### src/rtl/data_bus_access_pkg.sv
// Shared constants for data_bus_access: access-width codes, exception codes,
// FSM state encoding and the alignment rule.
package data_bus_access_pkg;

    localparam logic [1:0] MEM_WIDTH_NONE = 2'd0;
    localparam logic [1:0] MEM_WIDTH_BYTE = 2'd1;
    localparam logic [1:0] MEM_WIDTH_HALF = 2'd2;
    localparam logic [1:0] MEM_WIDTH_WORD = 2'd3;

    localparam int EXCEPTION_LEN = 3;

    localparam logic [EXCEPTION_LEN-1:0] EXCEP_NONE             = 3'd0;
    localparam logic [EXCEPTION_LEN-1:0] EXCEP_MISALIGNED_LOAD  = 3'd1;
    localparam logic [EXCEPTION_LEN-1:0] EXCEP_MISALIGNED_STORE = 3'd2;
    localparam logic [EXCEPTION_LEN-1:0] EXCEP_LOAD_FAULT       = 3'd3;
    localparam logic [EXCEPTION_LEN-1:0] EXCEP_STORE_FAULT      = 3'd4;

    typedef enum logic [1:0] {
        ST_IDLE = 2'd0,
        ST_REQ  = 2'd1,
        ST_DONE = 2'd2
    } state_t;

    // Bytes are always aligned; halves need an even address; words need addr[1:0]=0.
    function automatic logic is_aligned(input logic [1:0] addr_lo, input logic [1:0] width);
        case (width)
            MEM_WIDTH_HALF: return ~addr_lo[0];
            MEM_WIDTH_WORD: return (addr_lo == 2'b00);
            default:        return 1'b1;
        endcase
    endfunction

endpackage

### src/rtl/byte_lane_align.sv
// Combinational lane steering: byte enables, write-data placement and
// read-data extraction/zero-extension for a 32-bit word bus.
module byte_lane_align
    import data_bus_access_pkg::*;
(
    input  logic [1:0]  offset,
    input  logic [1:0]  width,
    input  logic [31:0] wdata,
    input  logic [31:0] rdata,
    output logic [3:0]  byte_en,
    output logic [31:0] wdata_placed,
    output logic [31:0] rdata_extracted
);

    logic [4:0]  shamt;
    logic [31:0] mask;

    assign shamt = {offset, 3'b000};

    always_comb begin
        byte_en = 4'b0000;
        mask    = 32'h0000_0000;
        case (width)
            MEM_WIDTH_BYTE: begin
                byte_en = 4'b0001 << offset;
                mask    = 32'h0000_00FF;
            end
            MEM_WIDTH_HALF: begin
                byte_en = 4'b0011 << offset;
                mask    = 32'h0000_FFFF;
            end
            MEM_WIDTH_WORD: begin
                byte_en = 4'b1111;
                mask    = 32'hFFFF_FFFF;
            end
            default: ;
        endcase
    end

    assign wdata_placed    = wdata << shamt;
    assign rdata_extracted = (rdata >> shamt) & mask;

endmodule

### src/rtl/data_bus_access.sv
// Executor-to-bus load/store unit: IDLE -> REQ -> DONE handshake with alignment checks.
// Optional bus-wait timeout enabled by defining DATA_BUS_TIMEOUT_EN.
module data_bus_access
    import data_bus_access_pkg::*;
#(
    parameter int TIMEOUT_CYCLES = 255
)
(
    input  logic                     clk,
    input  logic                     rst,
    input  logic [31:0]              addr_In,
    input  logic [31:0]              data_In,
    input  logic [1:0]               dataWidth_In,
    input  logic                     isRead_In,
    input  logic                     inputValid_In,
    output logic [31:0]              data_Out,
    output logic                     operationOK_Out,
    output logic [EXCEPTION_LEN-1:0] exception_Out,
    output logic                     busReq_Out,
    output logic [31:0]              busAddr_Out,
    output logic                     busWrite_Out,
    output logic [3:0]               busByteEn_Out,
    output logic [31:0]              busWData_Out,
    input  logic [31:0]              busRData_In,
    input  logic                     busAck_In,
    input  logic                     busErr_In
);

    if (TIMEOUT_CYCLES < 1 || TIMEOUT_CYCLES > 65535) begin : g_bad_timeout
        $error("TIMEOUT_CYCLES must be in 1..65535");
    end

    state_t                   state, state_next;
    logic [31:0]              addr_q, addr_next;
    logic [31:0]              data_q, data_next;
    logic [1:0]               width_q, width_next;
    logic                     is_read_q, is_read_next;
    logic [31:0]              result_q, result_next;
    logic [EXCEPTION_LEN-1:0] exc_q, exc_next;
    logic [3:0]               lane_en;
    logic [31:0]              lane_wdata;
    logic [31:0]              lane_rdata;
    logic                     timed_out;

    byte_lane_align u_lane (
        .offset          (addr_q[1:0]),
        .width           (width_q),
        .wdata           (data_q),
        .rdata           (busRData_In),
        .byte_en         (lane_en),
        .wdata_placed    (lane_wdata),
        .rdata_extracted (lane_rdata)
    );

`ifdef DATA_BUS_TIMEOUT_EN
    logic [15:0] wait_cnt;

    // Cleared whenever not waiting, so every REQ entry starts from zero.
    always_ff @(posedge clk or posedge rst) begin
        if (rst) begin
            wait_cnt <= '0;
        end else if (state != ST_REQ) begin
            wait_cnt <= '0;
        end else if (!busAck_In && !busErr_In) begin
            wait_cnt <= wait_cnt + 16'd1;
        end
    end

    assign timed_out = (state == ST_REQ) && !busAck_In &&
                       (wait_cnt == 16'(TIMEOUT_CYCLES - 1));
`else
    assign timed_out = 1'b0;
`endif

    always_ff @(posedge clk or posedge rst) begin
        if (rst) begin
            state     <= ST_IDLE;
            addr_q    <= '0;
            data_q    <= '0;
            width_q   <= MEM_WIDTH_NONE;
            is_read_q <= 1'b0;
            result_q  <= '0;
            exc_q     <= EXCEP_NONE;
        end else begin
            state     <= state_next;
            addr_q    <= addr_next;
            data_q    <= data_next;
            width_q   <= width_next;
            is_read_q <= is_read_next;
            result_q  <= result_next;
            exc_q     <= exc_next;
        end
    end

    always_comb begin
        state_next   = state;
        addr_next    = addr_q;
        data_next    = data_q;
        width_next   = width_q;
        is_read_next = is_read_q;
        result_next  = result_q;
        exc_next     = exc_q;
        case (state)
            ST_IDLE: begin
                if (inputValid_In) begin
                    addr_next    = addr_In;
                    data_next    = data_In;
                    width_next   = dataWidth_In;
                    is_read_next = isRead_In;
                    result_next  = '0;
                    if (dataWidth_In == MEM_WIDTH_NONE) begin
                        state_next = ST_DONE;
                        exc_next   = EXCEP_NONE;
                    end else if (!is_aligned(addr_In[1:0], dataWidth_In)) begin
                        state_next = ST_DONE;
                        exc_next   = isRead_In ? EXCEP_MISALIGNED_LOAD : EXCEP_MISALIGNED_STORE;
                    end else begin
                        state_next = ST_REQ;
                        exc_next   = EXCEP_NONE;
                    end
                end
            end
            ST_REQ: begin
                // Error outranks a simultaneous ack; a timeout is reported as a fault.
                if (busErr_In || timed_out) begin
                    state_next  = ST_DONE;
                    result_next = '0;
                    exc_next    = is_read_q ? EXCEP_LOAD_FAULT : EXCEP_STORE_FAULT;
                end else if (busAck_In) begin
                    state_next  = ST_DONE;
                    result_next = is_read_q ? lane_rdata : 32'h0;
                    exc_next    = EXCEP_NONE;
                end
            end
            ST_DONE: state_next = ST_IDLE;
            default: state_next = ST_IDLE;
        endcase
    end

    assign busReq_Out      = (state == ST_REQ);
    assign busAddr_Out     = busReq_Out ? {addr_q[31:2], 2'b00} : 32'h0;
    assign busWrite_Out    = busReq_Out & ~is_read_q;
    assign busByteEn_Out   = busReq_Out ? lane_en : 4'b0000;
    assign busWData_Out    = busReq_Out ? lane_wdata : 32'h0;

    assign operationOK_Out = (state == ST_DONE);
    assign data_Out        = operationOK_Out ? result_q : 32'h0;
    assign exception_Out   = operationOK_Out ? exc_q : EXCEP_NONE;

endmodule

### config.mk
export PLATFORM = sky130hd
export DESIGN_NAME = data_bus_access
export DESIGN_NICKNAME = d
export VERILOG_FILES = /design/src/rtl/data_bus_access_pkg.sv /design/src/rtl/byte_lane_align.sv /design/src/rtl/data_bus_access.sv
export SDC_FILE = /design/constraint.sdc
export NUM_CORES = 1
export LEC_CHECK = 0
export ABC_AREA = 1
export ABC_CLOCK_PERIOD_IN_PS = 6400
export BUFFER_PORTS_ARGS = -buffer_cell sky130_fd_sc_hd__buf_2
export CAP_MARGIN = 10
export CORE_MARGIN = 2
export CORE_UTILIZATION = 35
export CTS_CLUSTER_SIZE = 25
export DETAILED_ROUTE_END_ITERATION = 8
export GPL_TIMING_DRIVEN = 1
export SLEW_MARGIN = 25
export SYNTH_ARGS = -nofsm -noshare
export SYNTH_HDL_FRONTEND = slang
export SYNTH_SLANG_ARGS = --single-unit
### constraint.sdc
create_clock -name clk -period 6.4 [get_ports clk]
set_clock_uncertainty 0.1 [all_clocks]
set_input_delay 1.6 -clock clk [delete_from_list [all_inputs] [get_ports clk]]
set_output_delay 1.6 -clock clk [all_outputs]
set_load 0.005 [all_outputs]
* After elaboration in Yosys (flattened, before gate mapping)
Index checks and enable logic that the tools add are counted.
Word-level totals: memory bits (read-only) 0, bits in latches 0, memory bits (writable) 0, word-level logic and storage cells 61, flip-flop bits (word level) 104, input bits 104, memories 0
Cells by class: bitwise gates (word level) 4, shift-type cells 4, equality and inequality tests 9, $lt $le $gt $ge 0, $mul 0, div/mod/pow operators 0, reduce and logical (&&, ||, !) cells 7, multiplexer cells 30, add/sub/neg operators 0
Operators with widths (number):
- $mux 32 | 7
- $pmux 32 s3 | 1
- $pmux 32 s2 | 1
- $and 32x32->32 | 1
- $shl 32x5->32 | 1
- $shr 32x5->32 | 1
- $mux 2 | 8
- $mux 3 | 5
- $pmux 4 s3 | 1
- $eq 2x2->1 const B | 5
- $logic_not 2->1 | 3
- $pmux 3 s2 | 1
- $eq 2x1->1 const B | 2
- $mux 4 | 1
- $pmux 2 s2 | 1
- $reduce_and 2->1 | 2
- $shl 1x2->4 const A | 1
- $shl 2x2->4 const A | 1
- $mux 1 | 3
- $ne 3x1->1 const B | 1
- $reduce_and 3->1 | 1
- $ne 2x2->1 const B | 1
- $not 1->1 | 2
- $pmux 1 s2 | 1
- other kinds (2) | 2

* Depth between registers and ports, before layout
Gate-level depths: netlist (run 1).
depth after elaboration 9, gate-level depth with buffers 7, depth with buffers taken out 7

* By module
Synthesis (run 1) repeated with hierarchy kept, for this count alone.
Second synthesis, totals: cell total of the unflattened synthesis 955, area, all modules 6358.6 µm²
Modules (own cells, without submodules):
- data_bus_access | instances 1, cells an instance 656, area an instance 4918.5 µm²
- byte_lane_align | instances 1, cells an instance 299, area an instance 1440.1 µm²

* Worst setup path after synthesis (run 1)
Ideal clock, no wire load.
kind register to output, from register state[1], to output port busWData_Out[29], data arrival time 1164 ps, setup slack 3536 ps, path buffers 1, stages on the path, launching flop included 5, cell sequence dfrtp_1 -> nor2_8 -> nand2_1 -> buf_2 -> o22ai_1
Between the ends: longest elaborated chain between the ends 2
RTL lines:
- from (decl) | line data_bus_access.sv:33 | state_t state, state_next;
- from (signal assigned) | line data_bus_access.sv:85 | state <= state_next;
- $eq 2x1->1 | line data_bus_access.sv:140 | assign busReq_Out = (state == ST_REQ);
- net busReq_Out | line data_bus_access.sv:19 | output logic busReq_Out,
- $mux 32 | line data_bus_access.sv:144 | assign busWData_Out = busReq_Out ? lane_wdata : 32'h0;
- to (decl) | line data_bus_access.sv:23 | output logic [31:0] busWData_Out,
The timed path passes the listed nets, and every way through them passes these cells.

* Worst setup path in the final report (run 1)
from register addr_q[1], to output port busWData_Out[30]
Between the ends: longest elaborated chain between the ends 2
RTL lines:
- from (decl) | line data_bus_access.sv:34 | logic [31:0] addr_q, addr_next;
- from (signal assigned) | line data_bus_access.sv:86 | addr_q <= addr_next;
- $shl 32x5->32 | line byte_lane_align.sv:40 | assign wdata_placed = wdata << shamt;
- $mux 32 | line data_bus_access.sv:144
No other way between the ends.

==> results of run 1 <==
[logic make-up after synthesis]
kind of cell | Yosys count
and+or+nand+nor | 480
DFF | 104
AOI/OAI and AO/OA | 92
adders and majority gates | 5
buffers and inverters | 175
other | 1
[layout make-up]
cell class              instances  share of cell area [%]
clock buffers                   9                   3.078
clock inverters                 7                  0.7353
inverters                     120                   6.190
multi-input cells             579                   35.88
flip-flops and latches        104                   35.58
well taps                     220                   3.762
repair buffers                213                   14.77
[placed cells by master, fill, tap and decap left out]
cell,instances
nor2_8,1
buf_2,207
nand3b_1,8
nor2_1,134
nand2_2,3
o22ai_1,16
or2_2,17
ha_1,5
a21oi_1,44
or2_1,1
dfrtp_2,1
nor2_4,2
o21ai_0,30
inv_1,118
nor2_2,2
nand2_4,1
inv_2,1
dfrtp_1,103
inv_8,1
clkinv_2,2
clkbuf_16,9
buf_4,6
nand2_1,199
conb_1,2
nand3_1,112
o21ai_2,1
clkinvlp_4,2
o211ai_1,1
inv_6,2
inv_4,1
[layer usage]
layer  up-vias  share of wire [%]  global-route usage, %
li1       2986                  -                      -
met3        23                7.3                  4.204
met4         0                1.9                  6.491
met2       216                 46                  30.22
met5         -                  0                      0
met1      2728                 45                  26.68
[how the worst max path moves through the flow]
stage,from,endpoint,slack [ps],cells after the start
after floorplan,rst,addr_q[0]$_DFFE_PP0P_,1970,1
after global routing,addr_q[1]$_DFFE_PP0P_,busWData_Out[24],1910,4
after global placement,addr_q[1]$_DFFE_PP0P_,busWData_Out[26],2300,4
after CTS,addr_q[1]$_DFFE_PP0P_,busWData_Out[30],1800,4
after detailed placement,addr_q[1]$_DFFE_PP0P_,busWData_Out[30],2190,4
final,addr_q[1]$_DFFE_PP0P_,busWData_Out[30],2170,4
[report_power, final]
| group | internal, mW | switching [mW] |
|---|---|---|
| clock network | 0.268 | 0.264 |
| registers | 0.791 | 0.0748 |
| logic | 0.253 | 0.499 |
[stage by stage]
step | area, um2 | worst slack [ps] | utilization (%) | hold slack (ps) | cells
floorplan | 5966 | 1968 | - | 333.8 | 858
global placement | 7036 | 2301 | 42.28 | 345.9 | 1236
detailed placement | 7036 | 2190 | 42.28 | 350.8 | 1236
CTS | 7315 | 1798 | 43.95 | 369.5 | 1252
global route | 7317 | 1907 | 43.97 | 387.9 | 1252
finish | 7317 | 2171 | 43.97 | 366.8 | 1252
[flip-flops by register name (all words and copies together), names as in the netlist]
name,flops
state,2
is_read_q,1
width_q,2
addr_q,32
exc_q,3
data_q,32
result_q,32
[worst max-delay path, cell delays in order, from the launching register on]
cell	delay, ps
dfrtp_1	710
inv_1	490
nand2_2	610
o22ai_1	190
buf_2	170
==> results by group, run 1 <==
Layout
  – Fraction of layout cells with a size suffix above 1: 25.10%
  – Area occupied by multi-input gates: 2625 um2
  – N_diodes: 0
  – Final nets: 1,136
  – Filler cell count: 1,788
  – Register area: 2604 um2
  – Layout area overhead: 22.73%

Synthesis
  – Area contributors post-synth: dfrtp_1, nand2_1, nand3_1
  – Post-synthesis mux area share: 0%
  – Simple-Gate Fraction of Synth Area: 34.56%
  – Seq/Total Area, Yosys: 43.65%
  – XOR/XNOR share of the synthesized area: 0%
  – Number of synthesized register bits: 104
  – Post-synthesis compound-gate area fraction: 8.164%
  – Avg Cell Area, Syn: 6.957 um2
  – Post-synth cell types: 25
  – EDFF count, synth: 0
  – Async SR Flop Fraction: 100.0%
  – Mapped Cells: 857
  – Post-synth top cells: nand2_1, nor2_1, inv_1
  – Top cell type by total area after synthesis: dfrtp_1
  – Synth Area in Adders: 1.049%
  – Post-synth top flop: dfrtp_1
  – Top-count cell post-synth: nand2_1
  – Syn Std Cell Area: 5962 um2
  – Main combinational cell family by area after synthesis: simple AND/OR/NAND/NOR gates
  – Synth warn: 0
  – Synth top area share: 43.65%

Min path
  – Hold depth: 2
  – Hold EP: data_q[24]$_DFFE_PP0P_
  – Hold wc startpoint: data_q[24]$_DFFE_PP0P_
  – Worst min path class: reg -> reg

CTS
  – CTS buffer count: 9
  – Post-CTS setup buffer count: 0
  – Clock latency at the later pin of the worst-skew pair: 350 ps
  – CTS Sinks: 104
  – Clock Path Buffers: 2
  – Clock root buffer master: clkbuf_16
  – Cts hold-fix bufs: 0
  – H-tree depth: 3
  – Post-CTS Resized: 0
  – Clk slew on worst S/H paths: 70 ps
  – CTS tree: yes

Placed design
  – GPL Wtd Cong: 0.8567
  – I/O Buffers: 207
  – Dpl hpwl: 12,270 um

Critical path
  – Setup slack, reg-to-reg: 3550 ps
  – Type of destination of the critical path: output port
  – Startpoint Class: register
  – Worst r2r dst: exc_q[2]$_DFFE_PP0P_
  – Worst-path fanout max: 32
  – Crit path DAT: 2530 ps
  – Worst r2r src: state[1]$_DFFE_PP0P_
  – WS Path Type: reg -> out
  – CP required: 4700 ps
  – R2R depth: 4

Route
  – DRT Pass-1 Iters: 5
  – Via/cell ratio: 4.755
  – DR vias: 5,953
  – ANT nets after route: 0
  – First DRT Iteration DRCs: 369
  – Detailed Route WL: 17,570 um
  – # DRC: 0
  – Drt wl/cell: 14.03 um

GRT
  – Largest net degree at the start of global routing: 75
  – Number of global-route vias before repair: 5,443
  – Total track usage: 19.33%
  – Initial antenna violation count: 0
  – First-pass GRT wire length: 27,950 um
  – Remaining global-route overflow: 0

Power
  – Pwr Total: 2.151 mW
  – Cell area power density: 293.9 nW/um2
  – Peak VDD IR: 0.1699 mV
  – Lkg Pwr: 4.280 nW

Timing
  – Slew Limit Fails: 0
  – Minimum clock period: 4229 ps
  – Worst-Margin Slew: 1003 ps
  – Fin. Hold Viols: 0
  – Sum Neg Setup Slack: 0 ps
  – Period utilization: 66.08%
  – Setup violators final: 0
  – RSZ-0062 raised after global routing: false
  – Max Clock Freq: 236.5 MHz
  – Slew headroom: 33.08%

Floorplan
  – Core Region: 16,640 um2
  – Num ports: 210
  – Total Die Area: 18,090 um2
  – Width of the die: 134.5 um
  – Cell Rows: 47
  – Die Ht: 134.5 um
  – Initial Util: 35.82%

Flow run
  – Maxcap violations: 0

Run status
  – Status: finished, final reports clean
(Power assumes the default switching activity.)
==> run 2: changes to the inputs <==
--- a/config.mk
+++ b/config.mk
@@ -6,7 +6,7 @@
 export NUM_CORES = 1
 export LEC_CHECK = 0
 export ABC_AREA = 1
-export ABC_CLOCK_PERIOD_IN_PS = 6400
+export ABC_CLOCK_PERIOD_IN_PS = 3800
 export BUFFER_PORTS_ARGS = -buffer_cell sky130_fd_sc_hd__buf_2
 export CAP_MARGIN = 10
 export CORE_MARGIN = 2
==> constraint.sdc (replaced) <==
create_clock -name clk -period 3.8 [get_ports clk]
set_clock_uncertainty 0.1 [all_clocks]
set_input_delay 0.95 -clock clk [delete_from_list [all_inputs] [get_ports clk]]
set_output_delay 0.95 -clock clk [all_outputs]
set_load 0.005 [all_outputs]
==> results by group, run 2 (synthesized netlist as in run 1, its figures left out) <==
Layout
  – Layout area overhead: 24.22%
  – Core Util, Final: 44.50% (+0.53 points)
  – Filler cell count: 1,763 (-1.4%)
  – Commonest non-fill, non-tap cell in the layout: buf_2
  – N_diodes: 0 (unchanged)
  – Finished layout cell area: 7406 um2 (+1.2%)
  – Final nets: 1,141 (+0.44%)
  – Most frequent cells in the layout: buf_2, nand2_1, nor2_1
  – Biggest regs: addr_q x32, data_q x32, result_q x32
  – Fraction of layout cells with a size suffix above 1: 25.27% (+0.17 points)

Floorplan
  – Num ports: 210 (unchanged)
  – Initial Util: 35.82% (unchanged)
  – Cell Rows: 47 (unchanged)
  – Core Region: 16,640 um2 (unchanged)
  – Width of the die: 134.5 um (unchanged)
  – Die Ht: 134.5 um (unchanged)
  – Total Die Area: 18,090 um2 (unchanged)

Min path
  – Hold EP: data_q[26]$_DFFE_PP0P_
  – Worst min path class: reg -> reg
  – Hold wc startpoint: data_q[26]$_DFFE_PP0P_
  – Hold depth: 2 (unchanged)

Timing
  – Slew Limit Fails: 0 (unchanged)
  – RSZ-0062 raised after global routing: false
  – Sum Neg Setup Slack: 0 ps (unchanged)
  – Setup violators final: 0 (unchanged)
  – Worst-Margin Slew: 977.9 ps (-24.87 ps)
  – Slew headroom: 34.81% (+1.7 points)
  – Minimum clock period: 3081 ps
  – Period utilization: 81.09%
  – Fin. Hold Viols: 0 (unchanged)
  – Max Clock Freq: 324.5 MHz
  – PnR worst setup slack: 718.7 ps (-1452 ps)

Power
  – Peak VDD IR: 0.2787 mV (+64%)
  – Cell area power density: 506.1 nW/um2 (+72%)
  – Lkg Pwr: 4.329 nW (+1.2%)
  – Pwr Total: 3.748 mW (+74%)

CTS
  – CTS tree: yes
  – Cts hold-fix bufs: 0 (unchanged)
  – Clock Path Buffers: 2 (unchanged)
  – Clk slew on worst S/H paths: 70 ps (about the same)
  – Clock root buffer master: clkbuf_16
  – Clock latency at the later pin of the worst-skew pair: 350 ps (about the same)
  – CTS Sinks: 104 (unchanged)
  – Post-CTS Resized: 0 (unchanged)
  – Post-CTS setup buffer count: 0 (unchanged)
  – CTS buffer count: 9 (unchanged)
  – H-tree depth: 3 (unchanged)

Critical path
  – R2R depth: 5 (+1)
  – CP required: 2750 ps (-1950 ps)
  – WS Path Type: reg -> out
  – Crit path DAT: 2030 ps (-500 ps)
  – Startpoint Class: register
  – Worst r2r dst: addr_q[9]$_DFFE_PP0P_
  – Type of destination of the critical path: output port
  – Worst r2r src: state[1]$_DFFE_PP0P_
  – Setup slack, reg-to-reg: 1600 ps (-1950 ps)
  – Worst-path fanout max: 18 (-44%)

Placed design
  – Dpl hpwl: 11,940 um (-2.7%)
  – Place WS: 1092 ps (-1098 ps)
  – GPL Wtd Cong: 0.8687 (+1.4%)
  – I/O Buffers: 207 (unchanged)
  – DP Area: 7086 um2 (+0.71%)

Flow run
  – Maxcap violations: 0 (unchanged)

GRT
  – First-pass GRT wire length: 27,650 um (-1.1%)
  – Remaining global-route overflow: 0 (unchanged)
  – Total track usage: 19.11% (-0.22 points)
  – Number of global-route vias before repair: 5,509 (+1.2%)
  – Largest net degree at the start of global routing: 95 (+27%)
  – Initial antenna violation count: 1 (+1)

Route
  – ANT nets after route: 0 (unchanged)
  – # DRC: 0 (unchanged)
  – Drt wl/cell: 13.62 um (-2.9%)
  – Via/cell ratio: 4.712 (-0.90%)
  – Detailed Route WL: 17,130 um (-2.5%)
  – Met2 WL post-DR: 7724 um (-3.5%)
  – DR vias: 5,923 (-0.50%)
  – Wire length on met1: 7842 um (-1.4%)
  – DRT Pass-1 Iters: 5 (unchanged)
  – Top Metal Used: met5
  – Met3 WL post-DR: 1303 um (+2.2%)
  – First DRT Iteration DRCs: 327 (-11%)

Run status
  – Status: finished, final reports clean
-- run 2: final cells by class --
cell class	instances	area, um2	share of cell area, %
inverter	120	452.9	6.116
timing repair buffer	218	1131	15.27
sequential	104	2604	35.16
clock inverter	6	91.34	1.233
tap	220	275.3	3.717
clock buffer	10	229.0	3.092
multi-input combinational	579	2623	35.41
-- run 2: critical path: stages, from the launching register on --
cell and delay (ps):
dfrtp_1 470, nor2_8 230, nand2_1 350, buf_4 340, o22ai_1 140, buf_2 140
-- run 2: routing by layer --
| metal | vias to the layer above | global-route usage (%) |
|---|---|---|
| met5 | - | 0 |
| li1 | 3000 | - |
| met3 | 18 | 3.416 |
| met1 | 2678 | 26.36 |
| met4 | 2 | 5.614 |
| met2 | 225 | 30.87 |
-- run 2: worst max-delay path by stage --
stage / start / end / slack [ps]
final: state[1]$_DFFE_PP0P_ / busWData_Out[17] / 720
after floorplan: rst / addr_q[0]$_DFFE_PP0P_ / 20
after global placement: state[1]$_DFFE_PP0P_ / busWData_Out[16] / 1110
after CTS: state[1]$_DFFE_PP0P_ / busWData_Out[17] / 710
after global routing: state[1]$_DFFE_PP0P_ / busWData_Out[28] / 590
after detailed placement: state[1]$_DFFE_PP0P_ / busWData_Out[20] / 1090
-- run 2: per-stage QoR --
stage,std cells,hold slack [ps]
floorplan,858,333.8
global placement,1241,347.6
detailed placement,1241,352.5
CTS,1257,368.9
global route,1257,391.3
finish,1257,366.1
-- run 2: where the power goes --
group | switching (mW) | total, mW | internal (mW)
Sequential | 0.113 | 1.45 | 1.33
Clock | 0.434 | 1.02 | 0.583
Combinational | 0.844 | 1.29 | 0.441
==> run 3: changes to the inputs <==
--- a/config.mk
+++ b/config.mk
@@ -6,7 +6,7 @@
 export NUM_CORES = 1
 export LEC_CHECK = 0
 export ABC_AREA = 1
-export ABC_CLOCK_PERIOD_IN_PS = 3800
+export ABC_CLOCK_PERIOD_IN_PS = 2600
 export BUFFER_PORTS_ARGS = -buffer_cell sky130_fd_sc_hd__buf_2
 export CAP_MARGIN = 10
 export CORE_MARGIN = 2
==> constraint.sdc (replaced) <==
create_clock -name clk -period 2.6 [get_ports clk]
set_clock_uncertainty 0.1 [all_clocks]
set_input_delay 0.65 -clock clk [delete_from_list [all_inputs] [get_ports clk]]
set_output_delay 0.65 -clock clk [all_outputs]
set_load 0.005 [all_outputs]
==> results by group, run 3 (synthesized netlist as in run 1, its figures left out) <==
Run status
  – Status: finished, final reports clean

Critical path
  – CP startpoint: state[1]$_DFFE_PP0P_
  – Worst-path fanout max: 16 (-2)
  – CP bufs+invs: 1 (-1)
  – Worst-path cell chain: nor2_8 > nand2_2 > o22ai_1 > buf_2
  – Setup slack, reg-to-reg: 610 ps (-990 ps)
  – Crit path DAT: 1730 ps (-300 ps)
  – R2R depth: 5 (unchanged)
  – WS Path Type: reg -> out
  – Worst r2r dst: result_q[30]$_DFFE_PP0P_
  – Startpoint Class: register
  – Type of destination of the critical path: output port
  – Max incr delay on CP: 470 ps (about the same)
  – CP required: 1850 ps (-900 ps)
  – Crit path max-delay family: simple AND/OR/NAND/NOR gates
  – Critical path's slowest cell: dfrtp_1
  – Worst r2r src: state[1]$_DFFE_PP0P_

Power
  – Part of the power in the clock network: 25.5% (-1.6 points)
  – Pint: 3.308 mW (+40%)
  – Cell area power density: 724.9 nW/um2 (+43%)
  – Lkg Pwr: 4.340 nW (+0.24%)
  – Peak VDD IR: 0.3534 mV (+27%)
  – Sequential share of power: 39.2% (+0.6 points)
  – Psw: 2.091 mW (+50%)
  – Comb pwr share: 35.3% (+1.0 points)
  – Sw frac: 38.73% (+1.6 points)
  – Pwr Total: 5.398 mW (+44%)

Layout
  – Most frequent cells in the layout: buf_2, nand2_1, nor2_1
  – Core Util, Final: 44.75% (+0.25 points)
  – Filler cell count: 1,816 (+3.0%)
  – N_diodes: 0 (unchanged)
  – Final nets: 1,145 (+0.35%)
  – Fraction of layout cells with a size suffix above 1: 25.74% (+0.48 points)
  – Commonest non-fill, non-tap cell in the layout: buf_2
  – Biggest regs: addr_q x32, data_q x32, result_q x32
  – Layout area overhead: 24.91%

Timing
  – Fin. Hold Viols: 0 (unchanged)
  – Minimum clock period: 2478 ps
  – Max Clock Freq: 403.5 MHz
  – Period utilization: 95.32%
  – Slew headroom: 54.36% (+20 points)
  – WHS: 320.6 ps (-45.50 ps)
  – RSZ-0062 raised after global routing: false
  – Setup violators final: 0 (unchanged)
  – Worst-Margin Slew: 682.2 ps (-295.7 ps)
  – Sum Neg Setup Slack: 0 ps (unchanged)
  – Slew Limit Fails: 0 (unchanged)

CTS
  – Cts hold-fix bufs: 0 (unchanged)
  – Clk slew on worst S/H paths: 80 ps (about the same)
  – H-tree depth: 3 (unchanged)
  – Clock latency at the later pin of the worst-skew pair: 360 ps (about the same)
  – Clock Path Buffers: 2 (unchanged)
  – CTS tree: yes
  – CTS Sinks: 104 (unchanged)
  – Clock root buffer master: clkbuf_16
  – CTS buffer count: 9 (unchanged)

Floorplan
  – Cell Rows: 47 (unchanged)
  – Die Ht: 134.5 um (unchanged)
  – Core Region: 16,640 um2 (unchanged)
  – Initial Util: 35.82% (unchanged)
  – Width of the die: 134.5 um (unchanged)
  – Num ports: 210 (unchanged)
  – Total Die Area: 18,090 um2 (unchanged)

Route
  – Via/cell ratio: 4.713 (about the same)
  – DR vias: 5,943 (+0.34%)
  – First DRT Iteration DRCs: 346 (+5.8%)
  – ANT nets after route: 0 (unchanged)
  – Detailed Route WL: 17,180 um (+0.29%)
  – DRT Pass-1 Iters: 5 (unchanged)
  – Drt wl/cell: 13.62 um (about the same)
  – # DRC: 0 (unchanged)

Placed design
  – GPL Wtd Cong: 0.8938 (+2.9%)
  – Dpl hpwl: 12,250 um (+2.5%)
  – I/O Buffers: 207 (unchanged)

GRT
  – First-pass GRT wire length: 27,660 um (about the same)
  – Total track usage: 19.13% (+0.027 points)
  – Initial antenna violation count: 2 (+1)
  – Largest net degree at the start of global routing: 105 (+11%)
  – Number of global-route vias before repair: 5,570 (+1.1%)
  – Remaining global-route overflow: 0 (unchanged)

Min path
  – Worst min path class: in -> async

Flow run
  – Maxcap violations: 0 (unchanged)
==> run 3: cell count changes in the layout (fill, tap and decap cells not counted), moves of 2 or more <==
cell / change
buf_12: +2
inv_8: +3
bufinv_16: -2
clkinvlp_4: +3
==> run 3: timing repair <==
action,CTS,global route
setup endpoints to repair,16,0
buffers inserted,0,0
gates resized for setup,2,0
==> run 3: how the worst max path moves through the flow <==
stage	endpoint	slack, ps	cells past startpoint
after floorplan	addr_q[0]$_DFFE_PP0P_	600	1
after global placement	busWData_Out[23]	360	4
after detailed placement	busWData_Out[23]	290	4
after CTS	busWData_Out[31]	120	4
after global routing	busByteEn_Out[0]	30	5
final	busWData_Out[31]	120	4
==> run 3: final cells by class <==
cell class	instances	area (um2)	share of cell area, %
clock buffer	9	225.2	3.024
timing repair buffer	222	1190	15.98
inverter	120	454.2	6.099
multi-input combinational	579	2625	35.25
clock inverter	7	73.82	0.9913
sequential	104	2604	34.96
tap	220	275.3	3.696
==> run 3: per-stage QoR <==
step | worst slack (ps) | area (um2) | std cells
6_report | 121.7 | 7447 | 1261
5_1_grt | 28.91 | 7447 | 1261
4_1_cts | 117.4 | 7447 | 1261
3_5_place_dp | 294.2 | 7142 | 1245
3_3_place_gp | 358.6 | 7142 | 1245
2_1_floorplan | 604.4 | 5969 | 858
==> run 3: routing by layer <==
| metal | up-vias | global-route usage [%] | part of all wire, % |
|---|---|---|---|
| met2 | 220 | 30.56 | 45 |
| met5 | - | 0 | 0.064 |
| li1 | 3002 | - | - |
| met1 | 2694 | 25.51 | 45 |
| met4 | 2 | 4.912 | 1.7 |
| met3 | 25 | 5.706 | 7.9 |
==> run 3: power by group through the flow <==
stage	combinational [mW]	clock [mW]	sequential, mW
finish	1.90	1.38	2.12
global route	2.17	1.48	2.16
CTS	1.92	1.41	2.12
detailed placement	1.92	0	2.14
global placement	1.91	0	2.14
floorplan	1.39	0	2.10
==> run 3: worst reg2reg max path: stages, from the launching register on <==
cell,delay (ps)
dfrtp_1,470
nor2_4,170
nand2_4,240
nand2_2,610
nand3_1,220
nand2_1,110
